==> config.mk <==
export PLATFORM = sky130hd
export DESIGN_NAME = des_key_schedule
export DESIGN_NICKNAME = d
export VERILOG_FILES = /design/src/rtl/des_pkg.sv /design/src/rtl/des_pc2.sv /design/src/rtl/des_key_schedule.sv
export SDC_FILE = /design/constraint.sdc
export NUM_CORES = 1
export LEC_CHECK = 0
export ABC_AREA = 1
export CAP_MARGIN = 20
export CELL_PAD_IN_SITES_DETAIL_PLACEMENT = 0
export CELL_PAD_IN_SITES_GLOBAL_PLACEMENT = 1
export CORE_MARGIN = 4
export CORE_UTILIZATION = 34
export DETAILED_ROUTE_END_ITERATION = 10
export PLACE_DENSITY = 0.85
export SYNTH_ARGS = -nofsm -noshare
export SYNTH_HDL_FRONTEND = slang
export SYNTH_HIERARCHICAL = 1
export SYNTH_SLANG_ARGS = --single-unit
export TNS_END_PERCENT = 100
==> constraint.sdc <==
create_clock -name clk -period 2.7 [get_ports clk]
set_clock_uncertainty 0.1 [all_clocks]
set_input_delay 0.81 -clock clk [delete_from_list [all_inputs] [get_ports clk]]
set_output_delay 0.81 -clock clk [all_outputs]
set_load 0.01 [all_outputs]
==> src/rtl/des_pkg.sv <==
// Shared DES key-schedule definitions: PC-1/PC-2 tables, the per-round shift table,
// schedule state encoding, width constants and the half-register rotators.
package des_pkg;

  localparam int KEY_W  = 64;
  localparam int CD_W   = 56;
  localparam int HALF_W = 28;
  localparam int RK_W   = 48;

  typedef enum logic {
    ST_IDLE = 1'b0,
    ST_RUN  = 1'b1
  } ks_state_e;

  // Tables use the 1-based bit numbering of the DES standard (bit 1 = MSB).
  localparam int unsigned PC1_TBL [56] = '{
    57, 49, 41, 33, 25, 17,  9,  1, 58, 50, 42, 34, 26, 18,
    10,  2, 59, 51, 43, 35, 27, 19, 11,  3, 60, 52, 44, 36,
    63, 55, 47, 39, 31, 23, 15,  7, 62, 54, 46, 38, 30, 22,
    14,  6, 61, 53, 45, 37, 29, 21, 13,  5, 28, 20, 12,  4
  };

  localparam int unsigned PC2_TBL [48] = '{
    14, 17, 11, 24,  1,  5,  3, 28, 15,  6, 21, 10,
    23, 19, 12,  4, 26,  8, 16,  7, 27, 20, 13,  2,
    41, 52, 31, 37, 47, 55, 30, 40, 51, 45, 33, 48,
    44, 49, 39, 56, 34, 53, 46, 42, 50, 36, 29, 32
  };

  localparam logic [1:0] SHIFT_TBL [16] = '{
    2'd1, 2'd1, 2'd2, 2'd2, 2'd2, 2'd2, 2'd2, 2'd2,
    2'd1, 2'd2, 2'd2, 2'd2, 2'd2, 2'd2, 2'd2, 2'd1
  };

  function automatic logic [CD_W-1:0] pc1(input logic [KEY_W-1:0] k);
    logic [CD_W-1:0] cd;
    cd = '0;
    for (int i = 0; i < CD_W; i++) begin
      cd[6'(CD_W - 1 - i)] = k[6'(KEY_W - PC1_TBL[i])];
    end
    return cd;
  endfunction

  function automatic logic [HALF_W-1:0] rotl28(input logic [HALF_W-1:0] x, input logic [1:0] s);
    return (s == 2'd2) ? {x[25:0], x[27:26]} : {x[26:0], x[27]};
  endfunction

  function automatic logic [HALF_W-1:0] rotr28(input logic [HALF_W-1:0] x, input logic [1:0] s);
    return (s == 2'd2) ? {x[1:0], x[27:2]} : {x[0], x[27:1]};
  endfunction

endpackage

==> src/rtl/des_pc2.sv <==
// DES permuted choice 2: combinational 56-to-48 bit selection of {C,D}.
module des_pc2
  import des_pkg::*;
(
  input  logic [CD_W-1:0] cd_in,
  output logic [RK_W-1:0] rk_out
);

  always_comb begin
    rk_out = '0;
    for (int i = 0; i < RK_W; i++) begin
      rk_out[6'(RK_W - 1 - i)] = cd_in[6'(CD_W - PC2_TBL[i])];
    end
  end

endmodule

==> src/rtl/des_key_schedule.sv <==
// Iterative DES round-key generator emitting K1..K16 (encrypt) or K16..K1 (decrypt).
// Optional key parity checking is built when DES_KS_PARITY_CHECK_EN is defined.
module des_key_schedule
  import des_pkg::*;
(
  input  logic              clk,
  input  logic              rst,
  input  logic [KEY_W-1:0]  key_in,
  input  logic              decrypt,
  input  logic              key_in_valid,
  output logic              key_in_ready,
  output logic [RK_W-1:0]   round_key,
  output logic [3:0]        rk_round,
  output logic              rk_last,
  output logic              rk_valid,
  input  logic              rk_ready,
  output logic              done,
  output logic [7:0]        parity_err
);

  ks_state_e         state_q, state_d;
  logic [HALF_W-1:0] c_q, c_d, d_q, d_d;
  logic [3:0]        j_q, j_d;
  logic              mode_q, mode_d;
  logic              done_q, done_d;
  logic [CD_W-1:0]   pc1_key;
  logic              load, accept;

  assign pc1_key = pc1(key_in);
  assign load    = key_in_valid && (state_q == ST_IDLE);
  assign accept  = (state_q == ST_RUN) && rk_ready;

  // Decrypt starts from C16/D16, which equal C0/D0 since the shifts total 28.
  always_comb begin
    state_d = state_q;
    c_d     = c_q;
    d_d     = d_q;
    j_d     = j_q;
    mode_d  = mode_q;
    done_d  = 1'b0;
    if (load) begin
      c_d     = decrypt ? pc1_key[55:28] : rotl28(pc1_key[55:28], SHIFT_TBL[0]);
      d_d     = decrypt ? pc1_key[27:0]  : rotl28(pc1_key[27:0],  SHIFT_TBL[0]);
      j_d     = 4'd0;
      mode_d  = decrypt;
      state_d = ST_RUN;
    end else if (accept) begin
      if (j_q == 4'd15) begin
        state_d = ST_IDLE;
        done_d  = 1'b1;
      end else begin
        j_d = j_q + 4'd1;
        c_d = mode_q ? rotr28(c_q, SHIFT_TBL[4'd15 - j_q]) : rotl28(c_q, SHIFT_TBL[j_q + 4'd1]);
        d_d = mode_q ? rotr28(d_q, SHIFT_TBL[4'd15 - j_q]) : rotl28(d_q, SHIFT_TBL[j_q + 4'd1]);
      end
    end
  end

  always_ff @(posedge clk) begin
    if (rst) begin
      state_q <= ST_IDLE;
      c_q     <= '0;
      d_q     <= '0;
      j_q     <= 4'd0;
      mode_q  <= 1'b0;
      done_q  <= 1'b0;
    end else begin
      state_q <= state_d;
      c_q     <= c_d;
      d_q     <= d_d;
      j_q     <= j_d;
      mode_q  <= mode_d;
      done_q  <= done_d;
    end
  end

`ifdef DES_KS_PARITY_CHECK_EN
  logic [7:0][7:0] key_bytes;
  logic [7:0]      parity_d, parity_q;

  // Packed byte 7 is key byte 0 (bits 63:56), so flag bit k tracks key_bytes[k].
  assign key_bytes = key_in;

  always_comb begin
    parity_d = parity_q;
    if (load) begin
      parity_d = {~^key_bytes[7], ~^key_bytes[6], ~^key_bytes[5], ~^key_bytes[4],
                  ~^key_bytes[3], ~^key_bytes[2], ~^key_bytes[1], ~^key_bytes[0]};
    end
  end

  always_ff @(posedge clk) begin
    if (rst) begin
      parity_q <= 8'h00;
    end else begin
      parity_q <= parity_d;
    end
  end

  assign parity_err = parity_q;
`else
  assign parity_err = 8'h00;
`endif

  des_pc2 u_pc2 (
    .cd_in  ({c_q, d_q}),
    .rk_out (round_key)
  );

  assign key_in_ready = (state_q == ST_IDLE);
  assign rk_valid     = (state_q == ST_RUN);
  assign rk_round     = mode_q ? (4'd15 - j_q) : j_q;
  assign rk_last      = (state_q == ST_RUN) && (j_q == 4'd15);
  assign done         = done_q;

endmodule

* Word level (Yosys, flattened, before mapping)
Memories as Yosys holds them, arrays and structs flattened.
Cells that the tools add are included.
** Storage, ports and cells
- Register bits after elaboration :: 63
- Latch bits :: 0
- RAM bits :: 0
- ROM bits :: 64
- Input bits :: 69
- Output and inout bits :: 64
- Logic and storage cells :: 54
- Memories :: 2
** Memories
- (no name shown) :: words 16, bits a word 2, rd ports 1, clocked after memory_dff 0, write ports 0, line des_key_schedule.sv:54 : d_d = mode_q ? rotr28(d_q, SHIFT_TBL[4'd15 - j_q]) : rotl28(d_q, SHIFT_TBL[j_q + 4'd1]);
- (no name shown) :: words 16, bits a word 2, rd ports 1, clocked after memory_dff 0, write ports 0, line des_key_schedule.sv:54
** Cells by class
- Add/sub/neg operators :: 2
- $mul :: 0
- Divide/modulo/power cells :: 0
- Magnitude comparators :: 2
- Equal/unequal tests :: 4
- Shift operators :: 0
- Muxes and demuxes :: 23
- Bitwise logic cells :: 5
- Reduce and logical (&&, ||, !) cells :: 10
** Operator list (count)
- 28-bit two-way mux :: 13
- 5-bit greater-or-equal comparator, second input constant :: 2
- 4-bit inverter with 5-bit output :: 2
- 2-bit two-way mux :: 4
- 2-bit AND reduction :: 3
- 5-bit two-way mux :: 1
- 4-bit by 1-bit adder with 4-bit output, second input constant :: 1
- 2-bit equality test, second input constant :: 2
- 4-bit equality test, second input constant :: 1
- 1-bit two-way mux :: 4
- 4-bit two-way mux :: 1
- 2-bit nonzero test :: 2
- 4-bit subtractor, first input constant :: 1
- 1-bit logical AND :: 3
- 1-bit inverter :: 3
- 3-bit OR reduction :: 1
- 2-bit inequality test, second input constant :: 1
- 2-bit OR reduction :: 1

* Longest topological paths before layout
- Depth in word-level cells :: 11
- Gate-level depth with buffers :: 14
- Depth with buffers taken out :: 12

* Hierarchy
Netlist, hierarchy kept.
** By module, submodules not included
- des_key_schedule :: instances 1, cells an instance 875, area each 5006.1 µm²
- des_pc2 :: instances 1, cells an instance 49, area each 364.1 µm²

* Worst setup path after synthesis
OpenSTA, ideal clock, no wires.
- Path kind :: register to output
- From :: reg mode_q
- To :: out rk_round[3]
- Arrival time :: 1.227 ns
- Slack :: 0.563 ns
- Stages on the path, launching flop included :: 4
- Cells stage by stage :: dfxtp_1 -> clkbuf_1 -> clkbuf_1 -> xor2_1
** Between the ends
- Word-level cells in the longest chain between the ends :: 1
** RTL lines
- start, declared :: line des_key_schedule.sv:24 : logic mode_q, mode_d;
- start signal, assigned :: line des_key_schedule.sv:72 : mode_q <= mode_d;
- 4-bit two-way mux :: line des_key_schedule.sv:112 : assign rk_round = mode_q ? (4'd15 - j_q) : j_q;
- end, declared :: line des_key_schedule.sv:13 : output logic [3:0] rk_round,
Every way passes these cells.

* Worst setup path after layout
- From :: reg j_q[1]
- To :: out rk_round[1]
** Between the ends
- Word-level cells in the longest chain between the ends :: 2
** RTL lines
- start, declared :: line des_key_schedule.sv:23 : logic [3:0] j_q, j_d;
- start signal, assigned :: line des_key_schedule.sv:71 : j_q <= j_d;
- 4-bit subtractor :: line des_key_schedule.sv:112
- 4-bit two-way mux * :: line des_key_schedule.sv:112
Mark *: on every way between the ends. The rest lies on a longest branch, timed or not.

==> flow_summary.ini <==
[route]
top_layer_used = met4
avgViaCountPerCell = 4.97
vias = 5712
drcViolationCount = 0
drt-total-wl_mm = 15.7
firstDrtPassIters = 5
drt-met1-wl_mm = 7.75
met2WireLength_mm = 6.91
met3_length_um = 779
drtIter0Drc = 469
postRouteAntennaNets = 0
wl_per_cell_um = 13.6

[floorplan]
core_area_mm2 = 0.0153
fp.dieH_um = 134
std_cell_rows = 45
initial_core_util_pct = 35.1
die_w_um = 134
dieArea_mm2 = 0.0179
io_pins = 133

[clock_tree]
postCtsSetupBuffers = 0
clock-sinks = 63
htreeDepth = 3
numCtsBuffers = 9
ctsLongestPathBuffers = 2
path_clk_slew_ns = 0.05
insertion_delay_ns = 0.34
cts_tree = done
root_buffer = clkbuf_16

[cells_and_area]
syn2layout_area_growth_pct = 17.1
layout-drive-gt1-share_pct = 5.44
n_fill_cell = 1712
utilization_pct = 41.0
multi_input_area_mm2 = 0.00312
n_antenna_cell = 0
regArea_mm2 = 0.00126
nNetsFinal = 1010

[run_status]
status = complete, no violations

[yosys]
synth.most_common_cell = nand2_1
synthTopCellsByArea = dfxtp_1 23%, nand2_1 21%, nand3_1 17%
synth_cell_types = 24
ys_seq_area_share_pct = 23.5
syn_area_mm2 = 0.00537
synth_ff_type = dfxtp_1
synth_warnings = 6
netlist.area_leader.share_pct = 23.5
ys_async_sr_fraction_pct = 0
avgSynthCellArea_um2 = 5.81
synth_top_cell_by_area = dfxtp_1
synth-edff-count = 0
synthTopCellsByCount = 301 x nand2_1, 181 x nand3_1, 86 x inv_1
postSynthCellCount = 924
synth-seq-cells = 63

[global_route]
grt_overflow = 0
grt_max_degree = 58
grt_use_total_pct = 17.4
grt_pass1_vias = 5182
antenna_found_initial = 0
grt_first_pass_wirelength_mm = 25.9

[timing]
tightest_slew_ns = 0.607
setup_viol = 0
slew_viol_final = 0
maxSlewHeadroom_pct = 59.5
finalCritPeriodShare_pct = 90.5
rsz0062_at_grt = false
min_period_ns = 2.44
tns_ns = 0
fmax_ghz = 0.409
hold_viol_final = 0

[power_and_ir_drop]
p_per_area_mw_per_mm2 = 498
irDropWorstVdd_v = 0.000269
p_leak_nw = 2.94

[worst_setup_path]
cp_max_fo = 8
r2r_slack_ns = 0.46
critical_path_arrival_ns = 1.53
cp.required_ns = 1.79
ff2ff_path_depth = 14
crit_type = flop to output port
cp-start-kind = flop
r2r_end = c_q[7]
timing.rr.start = j_q[0]
cp-end-kind = output port

[placed_design]
portBuffers = 76
place_congestion = 0.789
dp_hpwl_mm = 10.2

[hold_path]
hold_end = c_q[27]
whs_path_depth = 2
hold_path.startpoint = c_q[27]
hold_class = flop to flop

[flow_run]
maxCapViolCount = 0
## layout by cell type (no fill, tap or decap), drive strengths merged, types with 2 or more instances in the layout
cell type,count
buf,24
nand2,304
dfxtp,63
nand3,181
a31oi,4
a21oi,60
xor2,4
clkbuf,13
a22oi,31
o211ai,8
clkdlybuf4s50,75
inv,91
nor2,8
nor3,2
o21ai,36
ha,6
conb,24
## stage by stage
stage          worst slack [ns]  instances  cell area (µm²)  power (mW)  hold WS [ns]
2_1_floorplan             0.563        946             5450        1.80         0.345
3_3_place_gp              0.233       1135             6020        2.06         0.352
3_5_place_dp              0.221       1135             6020        2.06         0.356
4_1_cts                  0.0593       1149             6280        3.16         0.364
5_1_grt                   0.148       1149             6290        3.32         0.406
6_report                  0.256       1149             6290        3.13         0.364
## timing repair
item | 4_1_cts | 5_1_grt
endpoints found under the setup margin | 1 | 1
pin swaps | 0 | 0
hold buffers | 0 | 0
resized for setup | 1 | 1
## worst max path at each step
stage / startpoint / endpoint / slack [ns]
floorplan: mode_q / rk_round[3] / 0.56
global placement: rk_ready / c_q[4] / 0.23
detailed placement: rk_ready / c_q[4] / 0.22
CTS: j_q[0] / rk_last / 0.06
global route: j_q[1] / rk_round[1] / 0.15
finish: j_q[1] / rk_round[1] / 0.26
## routing by layer
layer | up-vias | track usage [%]
li1 | 2938 | -
met1 | 2620 | 24.3
met2 | 139 | 27.0
met3 | 15 | 3.21
met4 | 0 | 5.66
met5 | - | 0
## cells by family after synthesis
logic type,after synthesis,synth area share [%]
other,2,0.140
buffers and inverters,213,20.1
AND/OR/NAND/NOR,497,39.3
XOR/XNOR,4,0.652
AO/OA/AOI/OAI,139,14.9
adder cells (fa/ha/maj),6,1.40
flip-flops,63,23.5
## worst max-delay path, stage by stage (launching register included)
cell	delay [ns]
dfxtp_1	0.32
buf_4	0.16
xor2_1	0.16
clkdlybuf4s50_1	0.55
## power by group
group	switching [mW]	leakage (nW)	internal [mW]
clock	0.426	0.132	0.660
sequential	0.0529	0.517	0.996
combinational	0.593	2.29	0.403
total	1.07	2.94	2.06
## flip-flops by register name (all words and copies together), names as in the netlist
signal	flops
c_q	28
d_q	28
j_q	4
done	1
mode_q	1
rk_valid	1
## layout make-up
cell class / count / share of cell area, %
Clock buffer: 13 / 4.14
Clock inverter: 1 / 0.0796
Tap cell: 211 / 4.20
Sequential cell: 63 / 20.1
Multi-Input combinational cell: 670 / 49.6
Inverter: 91 / 5.43
Timing Repair Buffer: 100 / 16.4
Note: power is estimated with default switching activity, not from simulation.
